$ cat src/rtl/csr_pkg.sv
// rtl/csr_pkg.sv - shared encodings and constants for the machine-mode CSR file
// Contents: access-type encodings, CSR addresses, interrupt cause codes,
// misa constant and the mtvec mode type. No ports.
package csr_pkg;

    typedef enum logic [1:0] {
        CSR_READ_ONLY = 2'd0,
        CSR_WRITE     = 2'd1,
        CSR_SET       = 2'd2,
        CSR_CLEAR     = 2'd3
    } csr_access_e;

    typedef enum logic {
        MTVEC_DIRECT   = 1'b0,
        MTVEC_VECTORED = 1'b1
    } mtvec_mode_e;

    localparam logic [11:0] CSR_MSTATUS       = 12'h300;
    localparam logic [11:0] CSR_MISA          = 12'h301;
    localparam logic [11:0] CSR_MIE           = 12'h304;
    localparam logic [11:0] CSR_MTVEC         = 12'h305;
    localparam logic [11:0] CSR_MCOUNTINHIBIT = 12'h320;
    localparam logic [11:0] CSR_MSCRATCH      = 12'h340;
    localparam logic [11:0] CSR_MEPC          = 12'h341;
    localparam logic [11:0] CSR_MCAUSE        = 12'h342;
    localparam logic [11:0] CSR_MTVAL         = 12'h343;
    localparam logic [11:0] CSR_MIP           = 12'h344;
    localparam logic [11:0] CSR_MCYCLE        = 12'hB00;
    localparam logic [11:0] CSR_MINSTRET      = 12'hB02;
    localparam logic [11:0] CSR_MCYCLEH       = 12'hB80;
    localparam logic [11:0] CSR_MINSTRETH     = 12'hB82;
    localparam logic [11:0] CSR_MVENDORID     = 12'hF11;
    localparam logic [11:0] CSR_MARCHID       = 12'hF12;
    localparam logic [11:0] CSR_MIMPID        = 12'hF13;
    localparam logic [11:0] CSR_MHARTID       = 12'hF14;

    localparam logic [4:0] IRQ_MSI        = 5'd3;
    localparam logic [4:0] IRQ_MTI        = 5'd7;
    localparam logic [4:0] IRQ_MEI        = 5'd11;
    localparam logic [4:0] IRQ_LOCAL_BASE = 5'd16;

    localparam logic [31:0] MISA_VALUE = 32'h4000_0100;

endpackage

$ cat src/rtl/csr_file_m_if.sv
// rtl/csr_file_m_if.sv - CSR access bus between decode/execute and the CSR file
// Signals: number (address), access_type, in (operand) from master;
// out (read value) and csr_illegal from slave.
interface csr_file_m_if;
    import csr_pkg::*;

    logic [11:0] number;
    csr_access_e access_type;
    logic [31:0] in;
    logic [31:0] out;
    logic        csr_illegal;

    modport master (
        output number, access_type, in,
        input  out, csr_illegal
    );

    modport slave (
        input  number, access_type, in,
        output out, csr_illegal
    );

endinterface

$ cat src/rtl/csr_counter_m.sv
// rtl/csr_counter_m.sv - WIDTH-bit event counter readable/writable as two 32-bit halves
// Ports: clk, reset_n (async active-low), inc (count event), inhibit,
// wr_lo/wr_hi (CSR write of a half), wdata, lo/hi (read halves, hi zero-extended).
module csr_counter_m #(
    parameter int WIDTH = 64
) (
    input  logic        clk,
    input  logic        reset_n,
    input  logic        inc,
    input  logic        inhibit,
    input  logic        wr_lo,
    input  logic        wr_hi,
    input  logic [31:0] wdata,
    output logic [31:0] lo,
    output logic [31:0] hi
);

    localparam int HI_W = WIDTH - 32;

    logic [WIDTH-1:0] cnt_q;
    logic [WIDTH-1:0] cnt_d;

    // A write to either half suppresses the increment for that cycle;
    // the half not being written keeps its current value.
    always_comb begin
        cnt_d = cnt_q;
        if (wr_lo || wr_hi) begin
            if (wr_lo) cnt_d[31:0] = wdata;
            if (wr_hi) cnt_d[WIDTH-1:32] = wdata[HI_W-1:0];
        end else if (inc && !inhibit) begin
            cnt_d = cnt_q + WIDTH'(1);
        end
    end

    always_ff @(posedge clk or negedge reset_n) begin
        if (!reset_n) cnt_q <= '0;
        else          cnt_q <= cnt_d;
    end

    assign lo = cnt_q[31:0];
    assign hi = 32'(cnt_q[WIDTH-1:32]);

endmodule

$ cat src/rtl/csr_file_m.sv
// rtl/csr_file_m.sv - machine-mode CSR file with interrupt arbitration and trap PCs
// Ports: clk, reset_n (async active-low); csr (CSR access bus, slave side);
// external/timer/software/local_interrupt (level); exception, exception_cause,
// exception_value, handle_trap, exit_trap, instret, current_pc;
// trap_pc, ret_pc (mepc), interrupted.
module csr_file_m
    import csr_pkg::*;
#(
    parameter int          NUM_LOCAL_IRQ = 0,
    parameter int          COUNTER_WIDTH = 64,
    parameter bit          VECTORED_EN   = 1'b1,
    parameter logic [31:0] HART_ID       = 32'd0
) (
    input  logic        clk,
    input  logic        reset_n,
    csr_file_m_if.slave csr,
    input  logic        external_interrupt,
    input  logic        timer_interrupt,
    input  logic        software_interrupt,
    input  logic [(NUM_LOCAL_IRQ > 0 ? NUM_LOCAL_IRQ : 1)-1:0] local_interrupt,
    input  logic        exception,
    input  logic [30:0] exception_cause,
    input  logic [31:0] exception_value,
    input  logic        handle_trap,
    input  logic        exit_trap,
    input  logic        instret,
    input  logic [31:0] current_pc,
    output logic [31:0] trap_pc,
    output logic [31:0] ret_pc,
    output logic        interrupted
);

    // With no local lines the mask is zero, so the unused input bit never reaches mip.
    localparam logic [15:0] LOCAL_MASK = 16'((32'd1 << NUM_LOCAL_IRQ) - 32'd1);
    localparam logic [31:0] MIE_MASK   = {LOCAL_MASK, 16'h0888};

    logic        mstatus_mie;
    logic        mstatus_mpie;
    logic [31:0] mie_q;
    logic [29:0] mtvec_base;
    mtvec_mode_e mtvec_mode;
    logic [31:0] mscratch;
    logic [31:0] mepc;
    logic [31:0] mcause;
    logic [31:0] mtval;
    logic        cy_inhibit;
    logic        ir_inhibit;

    logic [31:0] mcycle_lo, mcycle_hi, minstret_lo, minstret_hi;

    logic [15:0] local_live;
    logic [31:0] mip_val;
    logic [31:0] pending;
    logic        irq_any;
    logic [4:0]  irq_code;
    logic        take_irq;
    logic [30:0] cause;

    logic [31:0] rd_val;
    logic        implemented;
    logic        illegal;
    logic [31:0] wr_val;
    logic        csr_we;

    assign local_live = 16'(local_interrupt) & LOCAL_MASK;
    assign mip_val    = {local_live, 4'b0, external_interrupt, 3'b0,
                         timer_interrupt, 3'b0, software_interrupt, 3'b0};
    assign pending    = mip_val & mie_q;
    assign irq_any    = |pending;

    // Interrupt priority: MEI > MSI > MTI > lowest-numbered local line.
    always_comb begin
        irq_code = 5'd0;
        if (pending[11])     irq_code = IRQ_MEI;
        else if (pending[3]) irq_code = IRQ_MSI;
        else if (pending[7]) irq_code = IRQ_MTI;
        else begin
            for (int i = 15; i >= 0; i--) begin
                if (pending[16+i]) irq_code = IRQ_LOCAL_BASE + 5'(i);
            end
        end
    end

    assign take_irq    = !exception && irq_any;
    assign cause       = take_irq ? {26'b0, irq_code} : exception_cause;
    assign interrupted = irq_any && mstatus_mie;
    assign ret_pc      = mepc;
    assign trap_pc     = (mtvec_mode == MTVEC_VECTORED && take_irq)
                         ? {mtvec_base, 2'b00} + {25'b0, irq_code, 2'b00}
                         : {mtvec_base, 2'b00};

    always_comb begin
        rd_val      = 32'd0;
        implemented = 1'b1;
        case (csr.number)
            CSR_MSTATUS:       rd_val = {24'b0, mstatus_mpie, 3'b0, mstatus_mie, 3'b0};
            CSR_MISA:          rd_val = MISA_VALUE;
            CSR_MIE:           rd_val = mie_q;
            CSR_MTVEC:         rd_val = {mtvec_base, 1'b0, mtvec_mode};
            CSR_MCOUNTINHIBIT: rd_val = {29'b0, ir_inhibit, 1'b0, cy_inhibit};
            CSR_MSCRATCH:      rd_val = mscratch;
            CSR_MEPC:          rd_val = mepc;
            CSR_MCAUSE:        rd_val = mcause;
            CSR_MTVAL:         rd_val = mtval;
            CSR_MIP:           rd_val = mip_val;
            CSR_MCYCLE:        rd_val = mcycle_lo;
            CSR_MCYCLEH:       rd_val = mcycle_hi;
            CSR_MINSTRET:      rd_val = minstret_lo;
            CSR_MINSTRETH:     rd_val = minstret_hi;
            CSR_MVENDORID,
            CSR_MARCHID,
            CSR_MIMPID:        rd_val = 32'd0;
            CSR_MHARTID:       rd_val = HART_ID;
            default:           implemented = 1'b0;
        endcase
    end

    assign illegal = !implemented ||
                     (csr.number[11:10] == 2'b11 && csr.access_type != CSR_READ_ONLY);
    assign csr.out         = rd_val;
    assign csr.csr_illegal = illegal;

    always_comb begin
        case (csr.access_type)
            CSR_WRITE: wr_val = csr.in;
            CSR_SET:   wr_val = rd_val | csr.in;
            CSR_CLEAR: wr_val = rd_val & ~csr.in;
            default:   wr_val = rd_val;
        endcase
    end

    // Trap entry and mret both take precedence over a software CSR write.
    assign csr_we = csr.access_type != CSR_READ_ONLY && !illegal && !handle_trap && !exit_trap;

    always_ff @(posedge clk or negedge reset_n) begin
        if (!reset_n) begin
            mstatus_mie  <= 1'b0;
            mstatus_mpie <= 1'b0;
            mie_q        <= 32'd0;
            mtvec_base   <= 30'd0;
            mtvec_mode   <= MTVEC_DIRECT;
            mscratch     <= 32'd0;
            mepc         <= 32'd0;
            mcause       <= 32'd0;
            mtval        <= 32'd0;
            cy_inhibit   <= 1'b0;
            ir_inhibit   <= 1'b0;
        end else if (handle_trap) begin
            mepc         <= current_pc;
            mstatus_mpie <= mstatus_mie;
            mstatus_mie  <= 1'b0;
            mcause       <= {!exception, cause};
            mtval        <= exception ? exception_value : 32'd0;
        end else if (exit_trap) begin
            mstatus_mie  <= mstatus_mpie;
            mstatus_mpie <= 1'b1;
        end else if (csr_we) begin
            case (csr.number)
                CSR_MSTATUS: begin
                    mstatus_mie  <= wr_val[3];
                    mstatus_mpie <= wr_val[7];
                end
                CSR_MIE: mie_q <= wr_val & MIE_MASK;
                CSR_MTVEC: begin
                    mtvec_base <= wr_val[31:2];
                    // Reserved MODE encodings leave the current mode in place.
                    case (wr_val[1:0])
                        2'b00:   mtvec_mode <= MTVEC_DIRECT;
                        2'b01:   mtvec_mode <= VECTORED_EN ? MTVEC_VECTORED : MTVEC_DIRECT;
                        default: mtvec_mode <= mtvec_mode;
                    endcase
                end
                CSR_MCOUNTINHIBIT: begin
                    cy_inhibit <= wr_val[0];
                    ir_inhibit <= wr_val[2];
                end
                CSR_MSCRATCH: mscratch <= wr_val;
                CSR_MEPC:     mepc     <= wr_val;
                CSR_MCAUSE:   mcause   <= wr_val;
                CSR_MTVAL:    mtval    <= wr_val;
                default: ;
            endcase
        end
    end

    csr_counter_m #(.WIDTH(COUNTER_WIDTH)) u_mcycle (
        .clk     (clk),
        .reset_n (reset_n),
        .inc     (1'b1),
        .inhibit (cy_inhibit),
        .wr_lo   (csr_we && csr.number == CSR_MCYCLE),
        .wr_hi   (csr_we && csr.number == CSR_MCYCLEH),
        .wdata   (wr_val),
        .lo      (mcycle_lo),
        .hi      (mcycle_hi)
    );

    csr_counter_m #(.WIDTH(COUNTER_WIDTH)) u_minstret (
        .clk     (clk),
        .reset_n (reset_n),
        .inc     (instret),
        .inhibit (ir_inhibit),
        .wr_lo   (csr_we && csr.number == CSR_MINSTRET),
        .wr_hi   (csr_we && csr.number == CSR_MINSTRETH),
        .wdata   (wr_val),
        .lo      (minstret_lo),
        .hi      (minstret_hi)
    );

endmodule

$ cat src/flat_wrapper.sv
// flat-port wrapper written by rule: the top's interface ports become plain ports
module csr_file_m_flat import csr_pkg::*;
#(
    parameter int          NUM_LOCAL_IRQ = 0,
    parameter int          COUNTER_WIDTH = 64,
    parameter bit          VECTORED_EN   = 1'b1,
    parameter logic [31:0] HART_ID       = 32'd0
)
  (clk, reset_n, external_interrupt, timer_interrupt, software_interrupt, local_interrupt, exception, exception_cause, exception_value, handle_trap, exit_trap, instret, current_pc, trap_pc, ret_pc, interrupted, csr_number, csr_access_type, csr_in, csr_out, csr_csr_illegal);
  csr_file_m_if csr_i ();
  input  logic clk;
  input  logic reset_n;
  input  logic external_interrupt;
  input  logic timer_interrupt;
  input  logic software_interrupt;
  input  logic [(NUM_LOCAL_IRQ > 0 ? NUM_LOCAL_IRQ : 1)-1:0] local_interrupt;
  input  logic exception;
  input  logic [30:0] exception_cause;
  input  logic [31:0] exception_value;
  input  logic handle_trap;
  input  logic exit_trap;
  input  logic instret;
  input  logic [31:0] current_pc;
  output logic [31:0] trap_pc;
  output logic [31:0] ret_pc;
  output logic interrupted;
  input wire logic [$bits(csr_i.number)-1:0] csr_number;
  input wire logic [$bits(csr_i.access_type)-1:0] csr_access_type;
  input wire logic [$bits(csr_i.in)-1:0] csr_in;
  output wire logic [$bits(csr_i.out)-1:0] csr_out;
  output wire logic [$bits(csr_i.csr_illegal)-1:0] csr_csr_illegal;
  assign csr_i.number = csr_number;
  assign csr_i.access_type = csr_access_type;
  assign csr_i.in = csr_in;
  assign csr_out = csr_i.out;
  assign csr_csr_illegal = csr_i.csr_illegal;
  csr_file_m #(.NUM_LOCAL_IRQ(NUM_LOCAL_IRQ), .COUNTER_WIDTH(COUNTER_WIDTH), .VECTORED_EN(VECTORED_EN), .HART_ID(HART_ID)) u_core (.clk(clk), .reset_n(reset_n), .csr(csr_i), .external_interrupt(external_interrupt), .timer_interrupt(timer_interrupt), .software_interrupt(software_interrupt), .local_interrupt(local_interrupt), .exception(exception), .exception_cause(exception_cause), .exception_value(exception_value), .handle_trap(handle_trap), .exit_trap(exit_trap), .instret(instret), .current_pc(current_pc), .trap_pc(trap_pc), .ret_pc(ret_pc), .interrupted(interrupted));
endmodule
$ cat config.mk
export PLATFORM = sky130hd
export DESIGN_NAME = csr_file_m_flat
export DESIGN_NICKNAME = d
export VERILOG_FILES = /design/src/rtl/csr_pkg.sv /design/src/rtl/csr_file_m_if.sv /design/src/rtl/csr_counter_m.sv /design/src/rtl/csr_file_m.sv /design/src/flat_wrapper.sv
export SDC_FILE = /design/constraint.sdc
export NUM_CORES = 1
export LEC_CHECK = 0
export CAP_MARGIN = 0
export CORE_MARGIN = 2
export CORE_UTILIZATION = 35
export CTS_CLUSTER_DIAMETER = 200
export CTS_CLUSTER_SIZE = 10
export DETAILED_ROUTE_END_ITERATION = 12
export PLACE_DENSITY = 0.6
export SYNTH_ARGS = -nofsm -noshare
export SYNTH_HDL_FRONTEND = slang
export SYNTH_SLANG_ARGS = --single-unit
$ cat constraint.sdc
create_clock -name clk -period 9.9 [get_ports clk]
set_clock_uncertainty 0.15 [all_clocks]
set_input_delay 2.97 -clock clk [delete_from_list [all_inputs] [get_ports clk]]
set_output_delay 2.97 -clock clk [all_outputs]
set_load 0.005 [all_outputs]
==> flow_summary.json <==
{
  "place_ws_ps": 14.8,
  "top_layer": "met5",
  "synth-seq-cells": 294,
  "dieArea_mm2": 0.0579,
  "maxCapViolCount": 0,
  "syn_area_mm2": 0.0196,
  "grt-ovfl-total": 0,
  "finalCritPeriodShare": 0.981,
  "die_x_um": 241,
  "ys.flop_type": "dfrtp_1",
  "wl_met3_mm": 10.4,
  "postRouteAntennaNets": 0,
  "first_iter_violations": 2946,
  "vdd_drop_max_mv": 0.0928,
  "first_global_vias": 20000,
  "cts_made_buffers": 35,
  "tritoncts": "yes",
  "worst_pin_slew_ps": 1350,
  "drt-total-wl_mm": 98.0,
  "firstDrtPassIters": 6,
  "top_level_ports": 249,
  "worstPathCellList": "clkdlybuf4s50_1 > a222oi_1 > inv_1 > ha_1 > a21o_1 > a21o_1 > a21oi_1 > or4b_1 > buf_4 > nor2_1 > buf_4 > nand3_1 > xnor2_1 > clkdlybuf4s50_1",
  "crit_type": "input port to output pin",
  "grt_first_pass_wirelength_mm": 140,
  "crit_buf_inv": 5,
  "post-place-cells": 3205,
  "ys_top_cells_by_count": "294 x dfrtp_1, 220 x a21oi_1, 194 x nor2_1",
  "wl_per_cell_um": 30.2,
  "worstPathRequired_ps": 6780,
  "synthCells": 2310,
  "area_growth_pct": 21.7,
  "setup_violations": 0,
  "syn_avg_cell_area_um2": 8.49,
  "dieHeight_um": 241,
  "path_clk_slew_ps": 50,
  "synth_top_cell_area_share": 0.375,
  "htree_levels": 2,
  "leakage_nw": 9.61,
  "slew_violations": 0,
  "routed-via-count": 21500,
  "instances_no_fill": 3248,
  "critical_path_depth": 14,
  "endpoint_kind": "output pin",
  "start_kind": "input port",
  "worstPathMaxFanout": 4,
  "worst_path_max_delay_cell": "clkdlybuf4s50_1",
  "netlist.top_cell.by_area": "dfrtp_1",
  "r2r_cells": 7,
  "hold_violations": 0,
  "arrival_ps": 6590,
  "async_flop_share": 1.00,
  "clockBufferDepth": 3,
  "post-route-drc-count": 0,
  "wl_met1_mm": 40.5,
  "crit_family": "buffers and inverters",
  "layout.nets": 2653,
  "hold_class": "flop to flop",
  "hold_depth": 2,
  "fin_ws_ps": 186,
  "clkLatencyLatePin_ps": 570,
  "synth_seq_area_share": 0.375,
  "powerDensity_mw_per_mm2": 126,
  "cts.sinks": 294,
  "slowest_delay_ps": 530,
  "viasPerCell": 6.62,
  "row_count": 86,
  "design.core.area_mm2": 0.0552,
  "relSlewSlack": 0.0971,
  "ys_top_cells_by_area": "dfrtp_1 38%, a21oi_1 5.6%, nor2_1 3.7%",
  "hpwl_mm": 72.8,
  "max_freq_ghz": 0.103,
  "drive_gt1_frac": 0.0958,
  "wl_met2_mm": 42.7,
  "grt_usage": 0.332,
  "synth.yosys.warnings": 0,
  "yosysMostFrequentCell": "dfrtp_1",
  "io_buffer_count": 245,
  "start_util": 0.355,
  "antenna_found_initial": 7,
  "root_buffer": "clkbuf_16",
  "grt_max_degree": 120,
  "synth_edf_count": 0,
  "yosys.cell_types.count": 101,
  "fin_crit_ps": 9710,
  "status": "finished clean",
  "place_congestion": 0.984,
  "worst_hold_slack_ps": 363
}
[timing repair]
item | 4_1_cts | 5_1_grt
resized for setup | 0 | 5
setup endpoints to repair | 1 | 10
pin swaps | 1 | 2
hold buffers | 0 | 0
setup buffers | 1 | 0
[layout by cell type, fill, tap and decap left out, drive strengths merged, types with 60 or more instances in the layout]
cell / n
a21oi: 221
a22oi: 66
buf: 100
clkdlybuf4s50: 237
dfrtp: 294
inv: 64
nand2: 179
nand3: 111
nand4: 68
nor2: 198
nor3: 65
o211ai: 60
o21ai: 154
[cells by family after synthesis]
group / after synthesis / share of synthesized area
buf+inv: 255 / 0.0565
other cells: 1 / 0.000191
flops: 294 / 0.375
compound gates: 798 / 0.277
xor+xnor: 35 / 0.0156
mux: 70 / 0.0402
fa+ha+maj: 7 / 0.00485
simple gates: 850 / 0.231
[metrics by stage]
step                      power (mW)  setup TNS (ps)  utilization  instance area (µm²)
after CTS                       2.99               0        0.432                23800
final                           3.00               0        0.432                23900
after floorplan                 1.56               0            -                19600
after global routing            3.08           -15.9        0.432                23900
after global placement          1.82               0        0.415                22900
after detailed placement        1.83               0        0.415                22900
[tightest hold or removal path, delay by kind of cell, from the launching register on]
family         cells  cell delay (ps)
flip-flops         1              340
AO/OA/AOI/OAI      2              140
[worst paths after layout]
path	slack, ps	end	startpoint
min in group asynchronous	2370	u_core.mtvec_base[6]	reset_n
worst min-delay path	360	u_core.mtval[8]	u_core.mtval[8]
max in group asynchronous	5750	u_core.u_minstret.cnt_q[51]	reset_n
worst max-delay path	190	trap_pc[29]	timer_interrupt
worst max register to register	6260	u_core.u_mcycle.cnt_q[51]	u_core.u_mcycle.cnt_q[19]
worst min register to register	360	u_core.mtval[8]	u_core.mtval[8]
[routing by layer]
metal	track usage	up-vias
met1	0.462	10800
met4	0.147	4
met5	0	-
li1	-	9175
met2	0.494	1359
met3	0.0725	204
[area by class of cell]
class                      instances  area [µm²]
clock buffer                      35         876
antenna                            4        10.0
sequential                       294        7360
timing repair buffer             339        3170
clock inverter                     3        37.5
multi-input combinational       1762       11300
tap                              748         936
inverter                          63         236
fill                            5414       31300
[report_power, final]
group | internal [mW] | total [mW] | switching, mW
clock | 0.631 | 1.17 | 0.543
sequential | 1.27 | 1.37 | 0.102
combinational | 0.180 | 0.456 | 0.276
[sequential cells by signal (all words and copies together) (netlist names)]
register,flops
u_core.mtvec_base,30
u_core.mtval,32
u_core.mscratch,32
u_core.mtvec_mode,1
u_core.u_mcycle.cnt_q,64
u_core.cy_inhibit,1
u_core.mstatus_mpie,1
u_core.ret_pc,32
u_core.ir_inhibit,1
u_core.mie_q,3
u_core.mstatus_mie,1
u_core.mcause,32
u_core.u_minstret.cnt_q,64
Note: power is estimated with default switching activity, not from simulation.
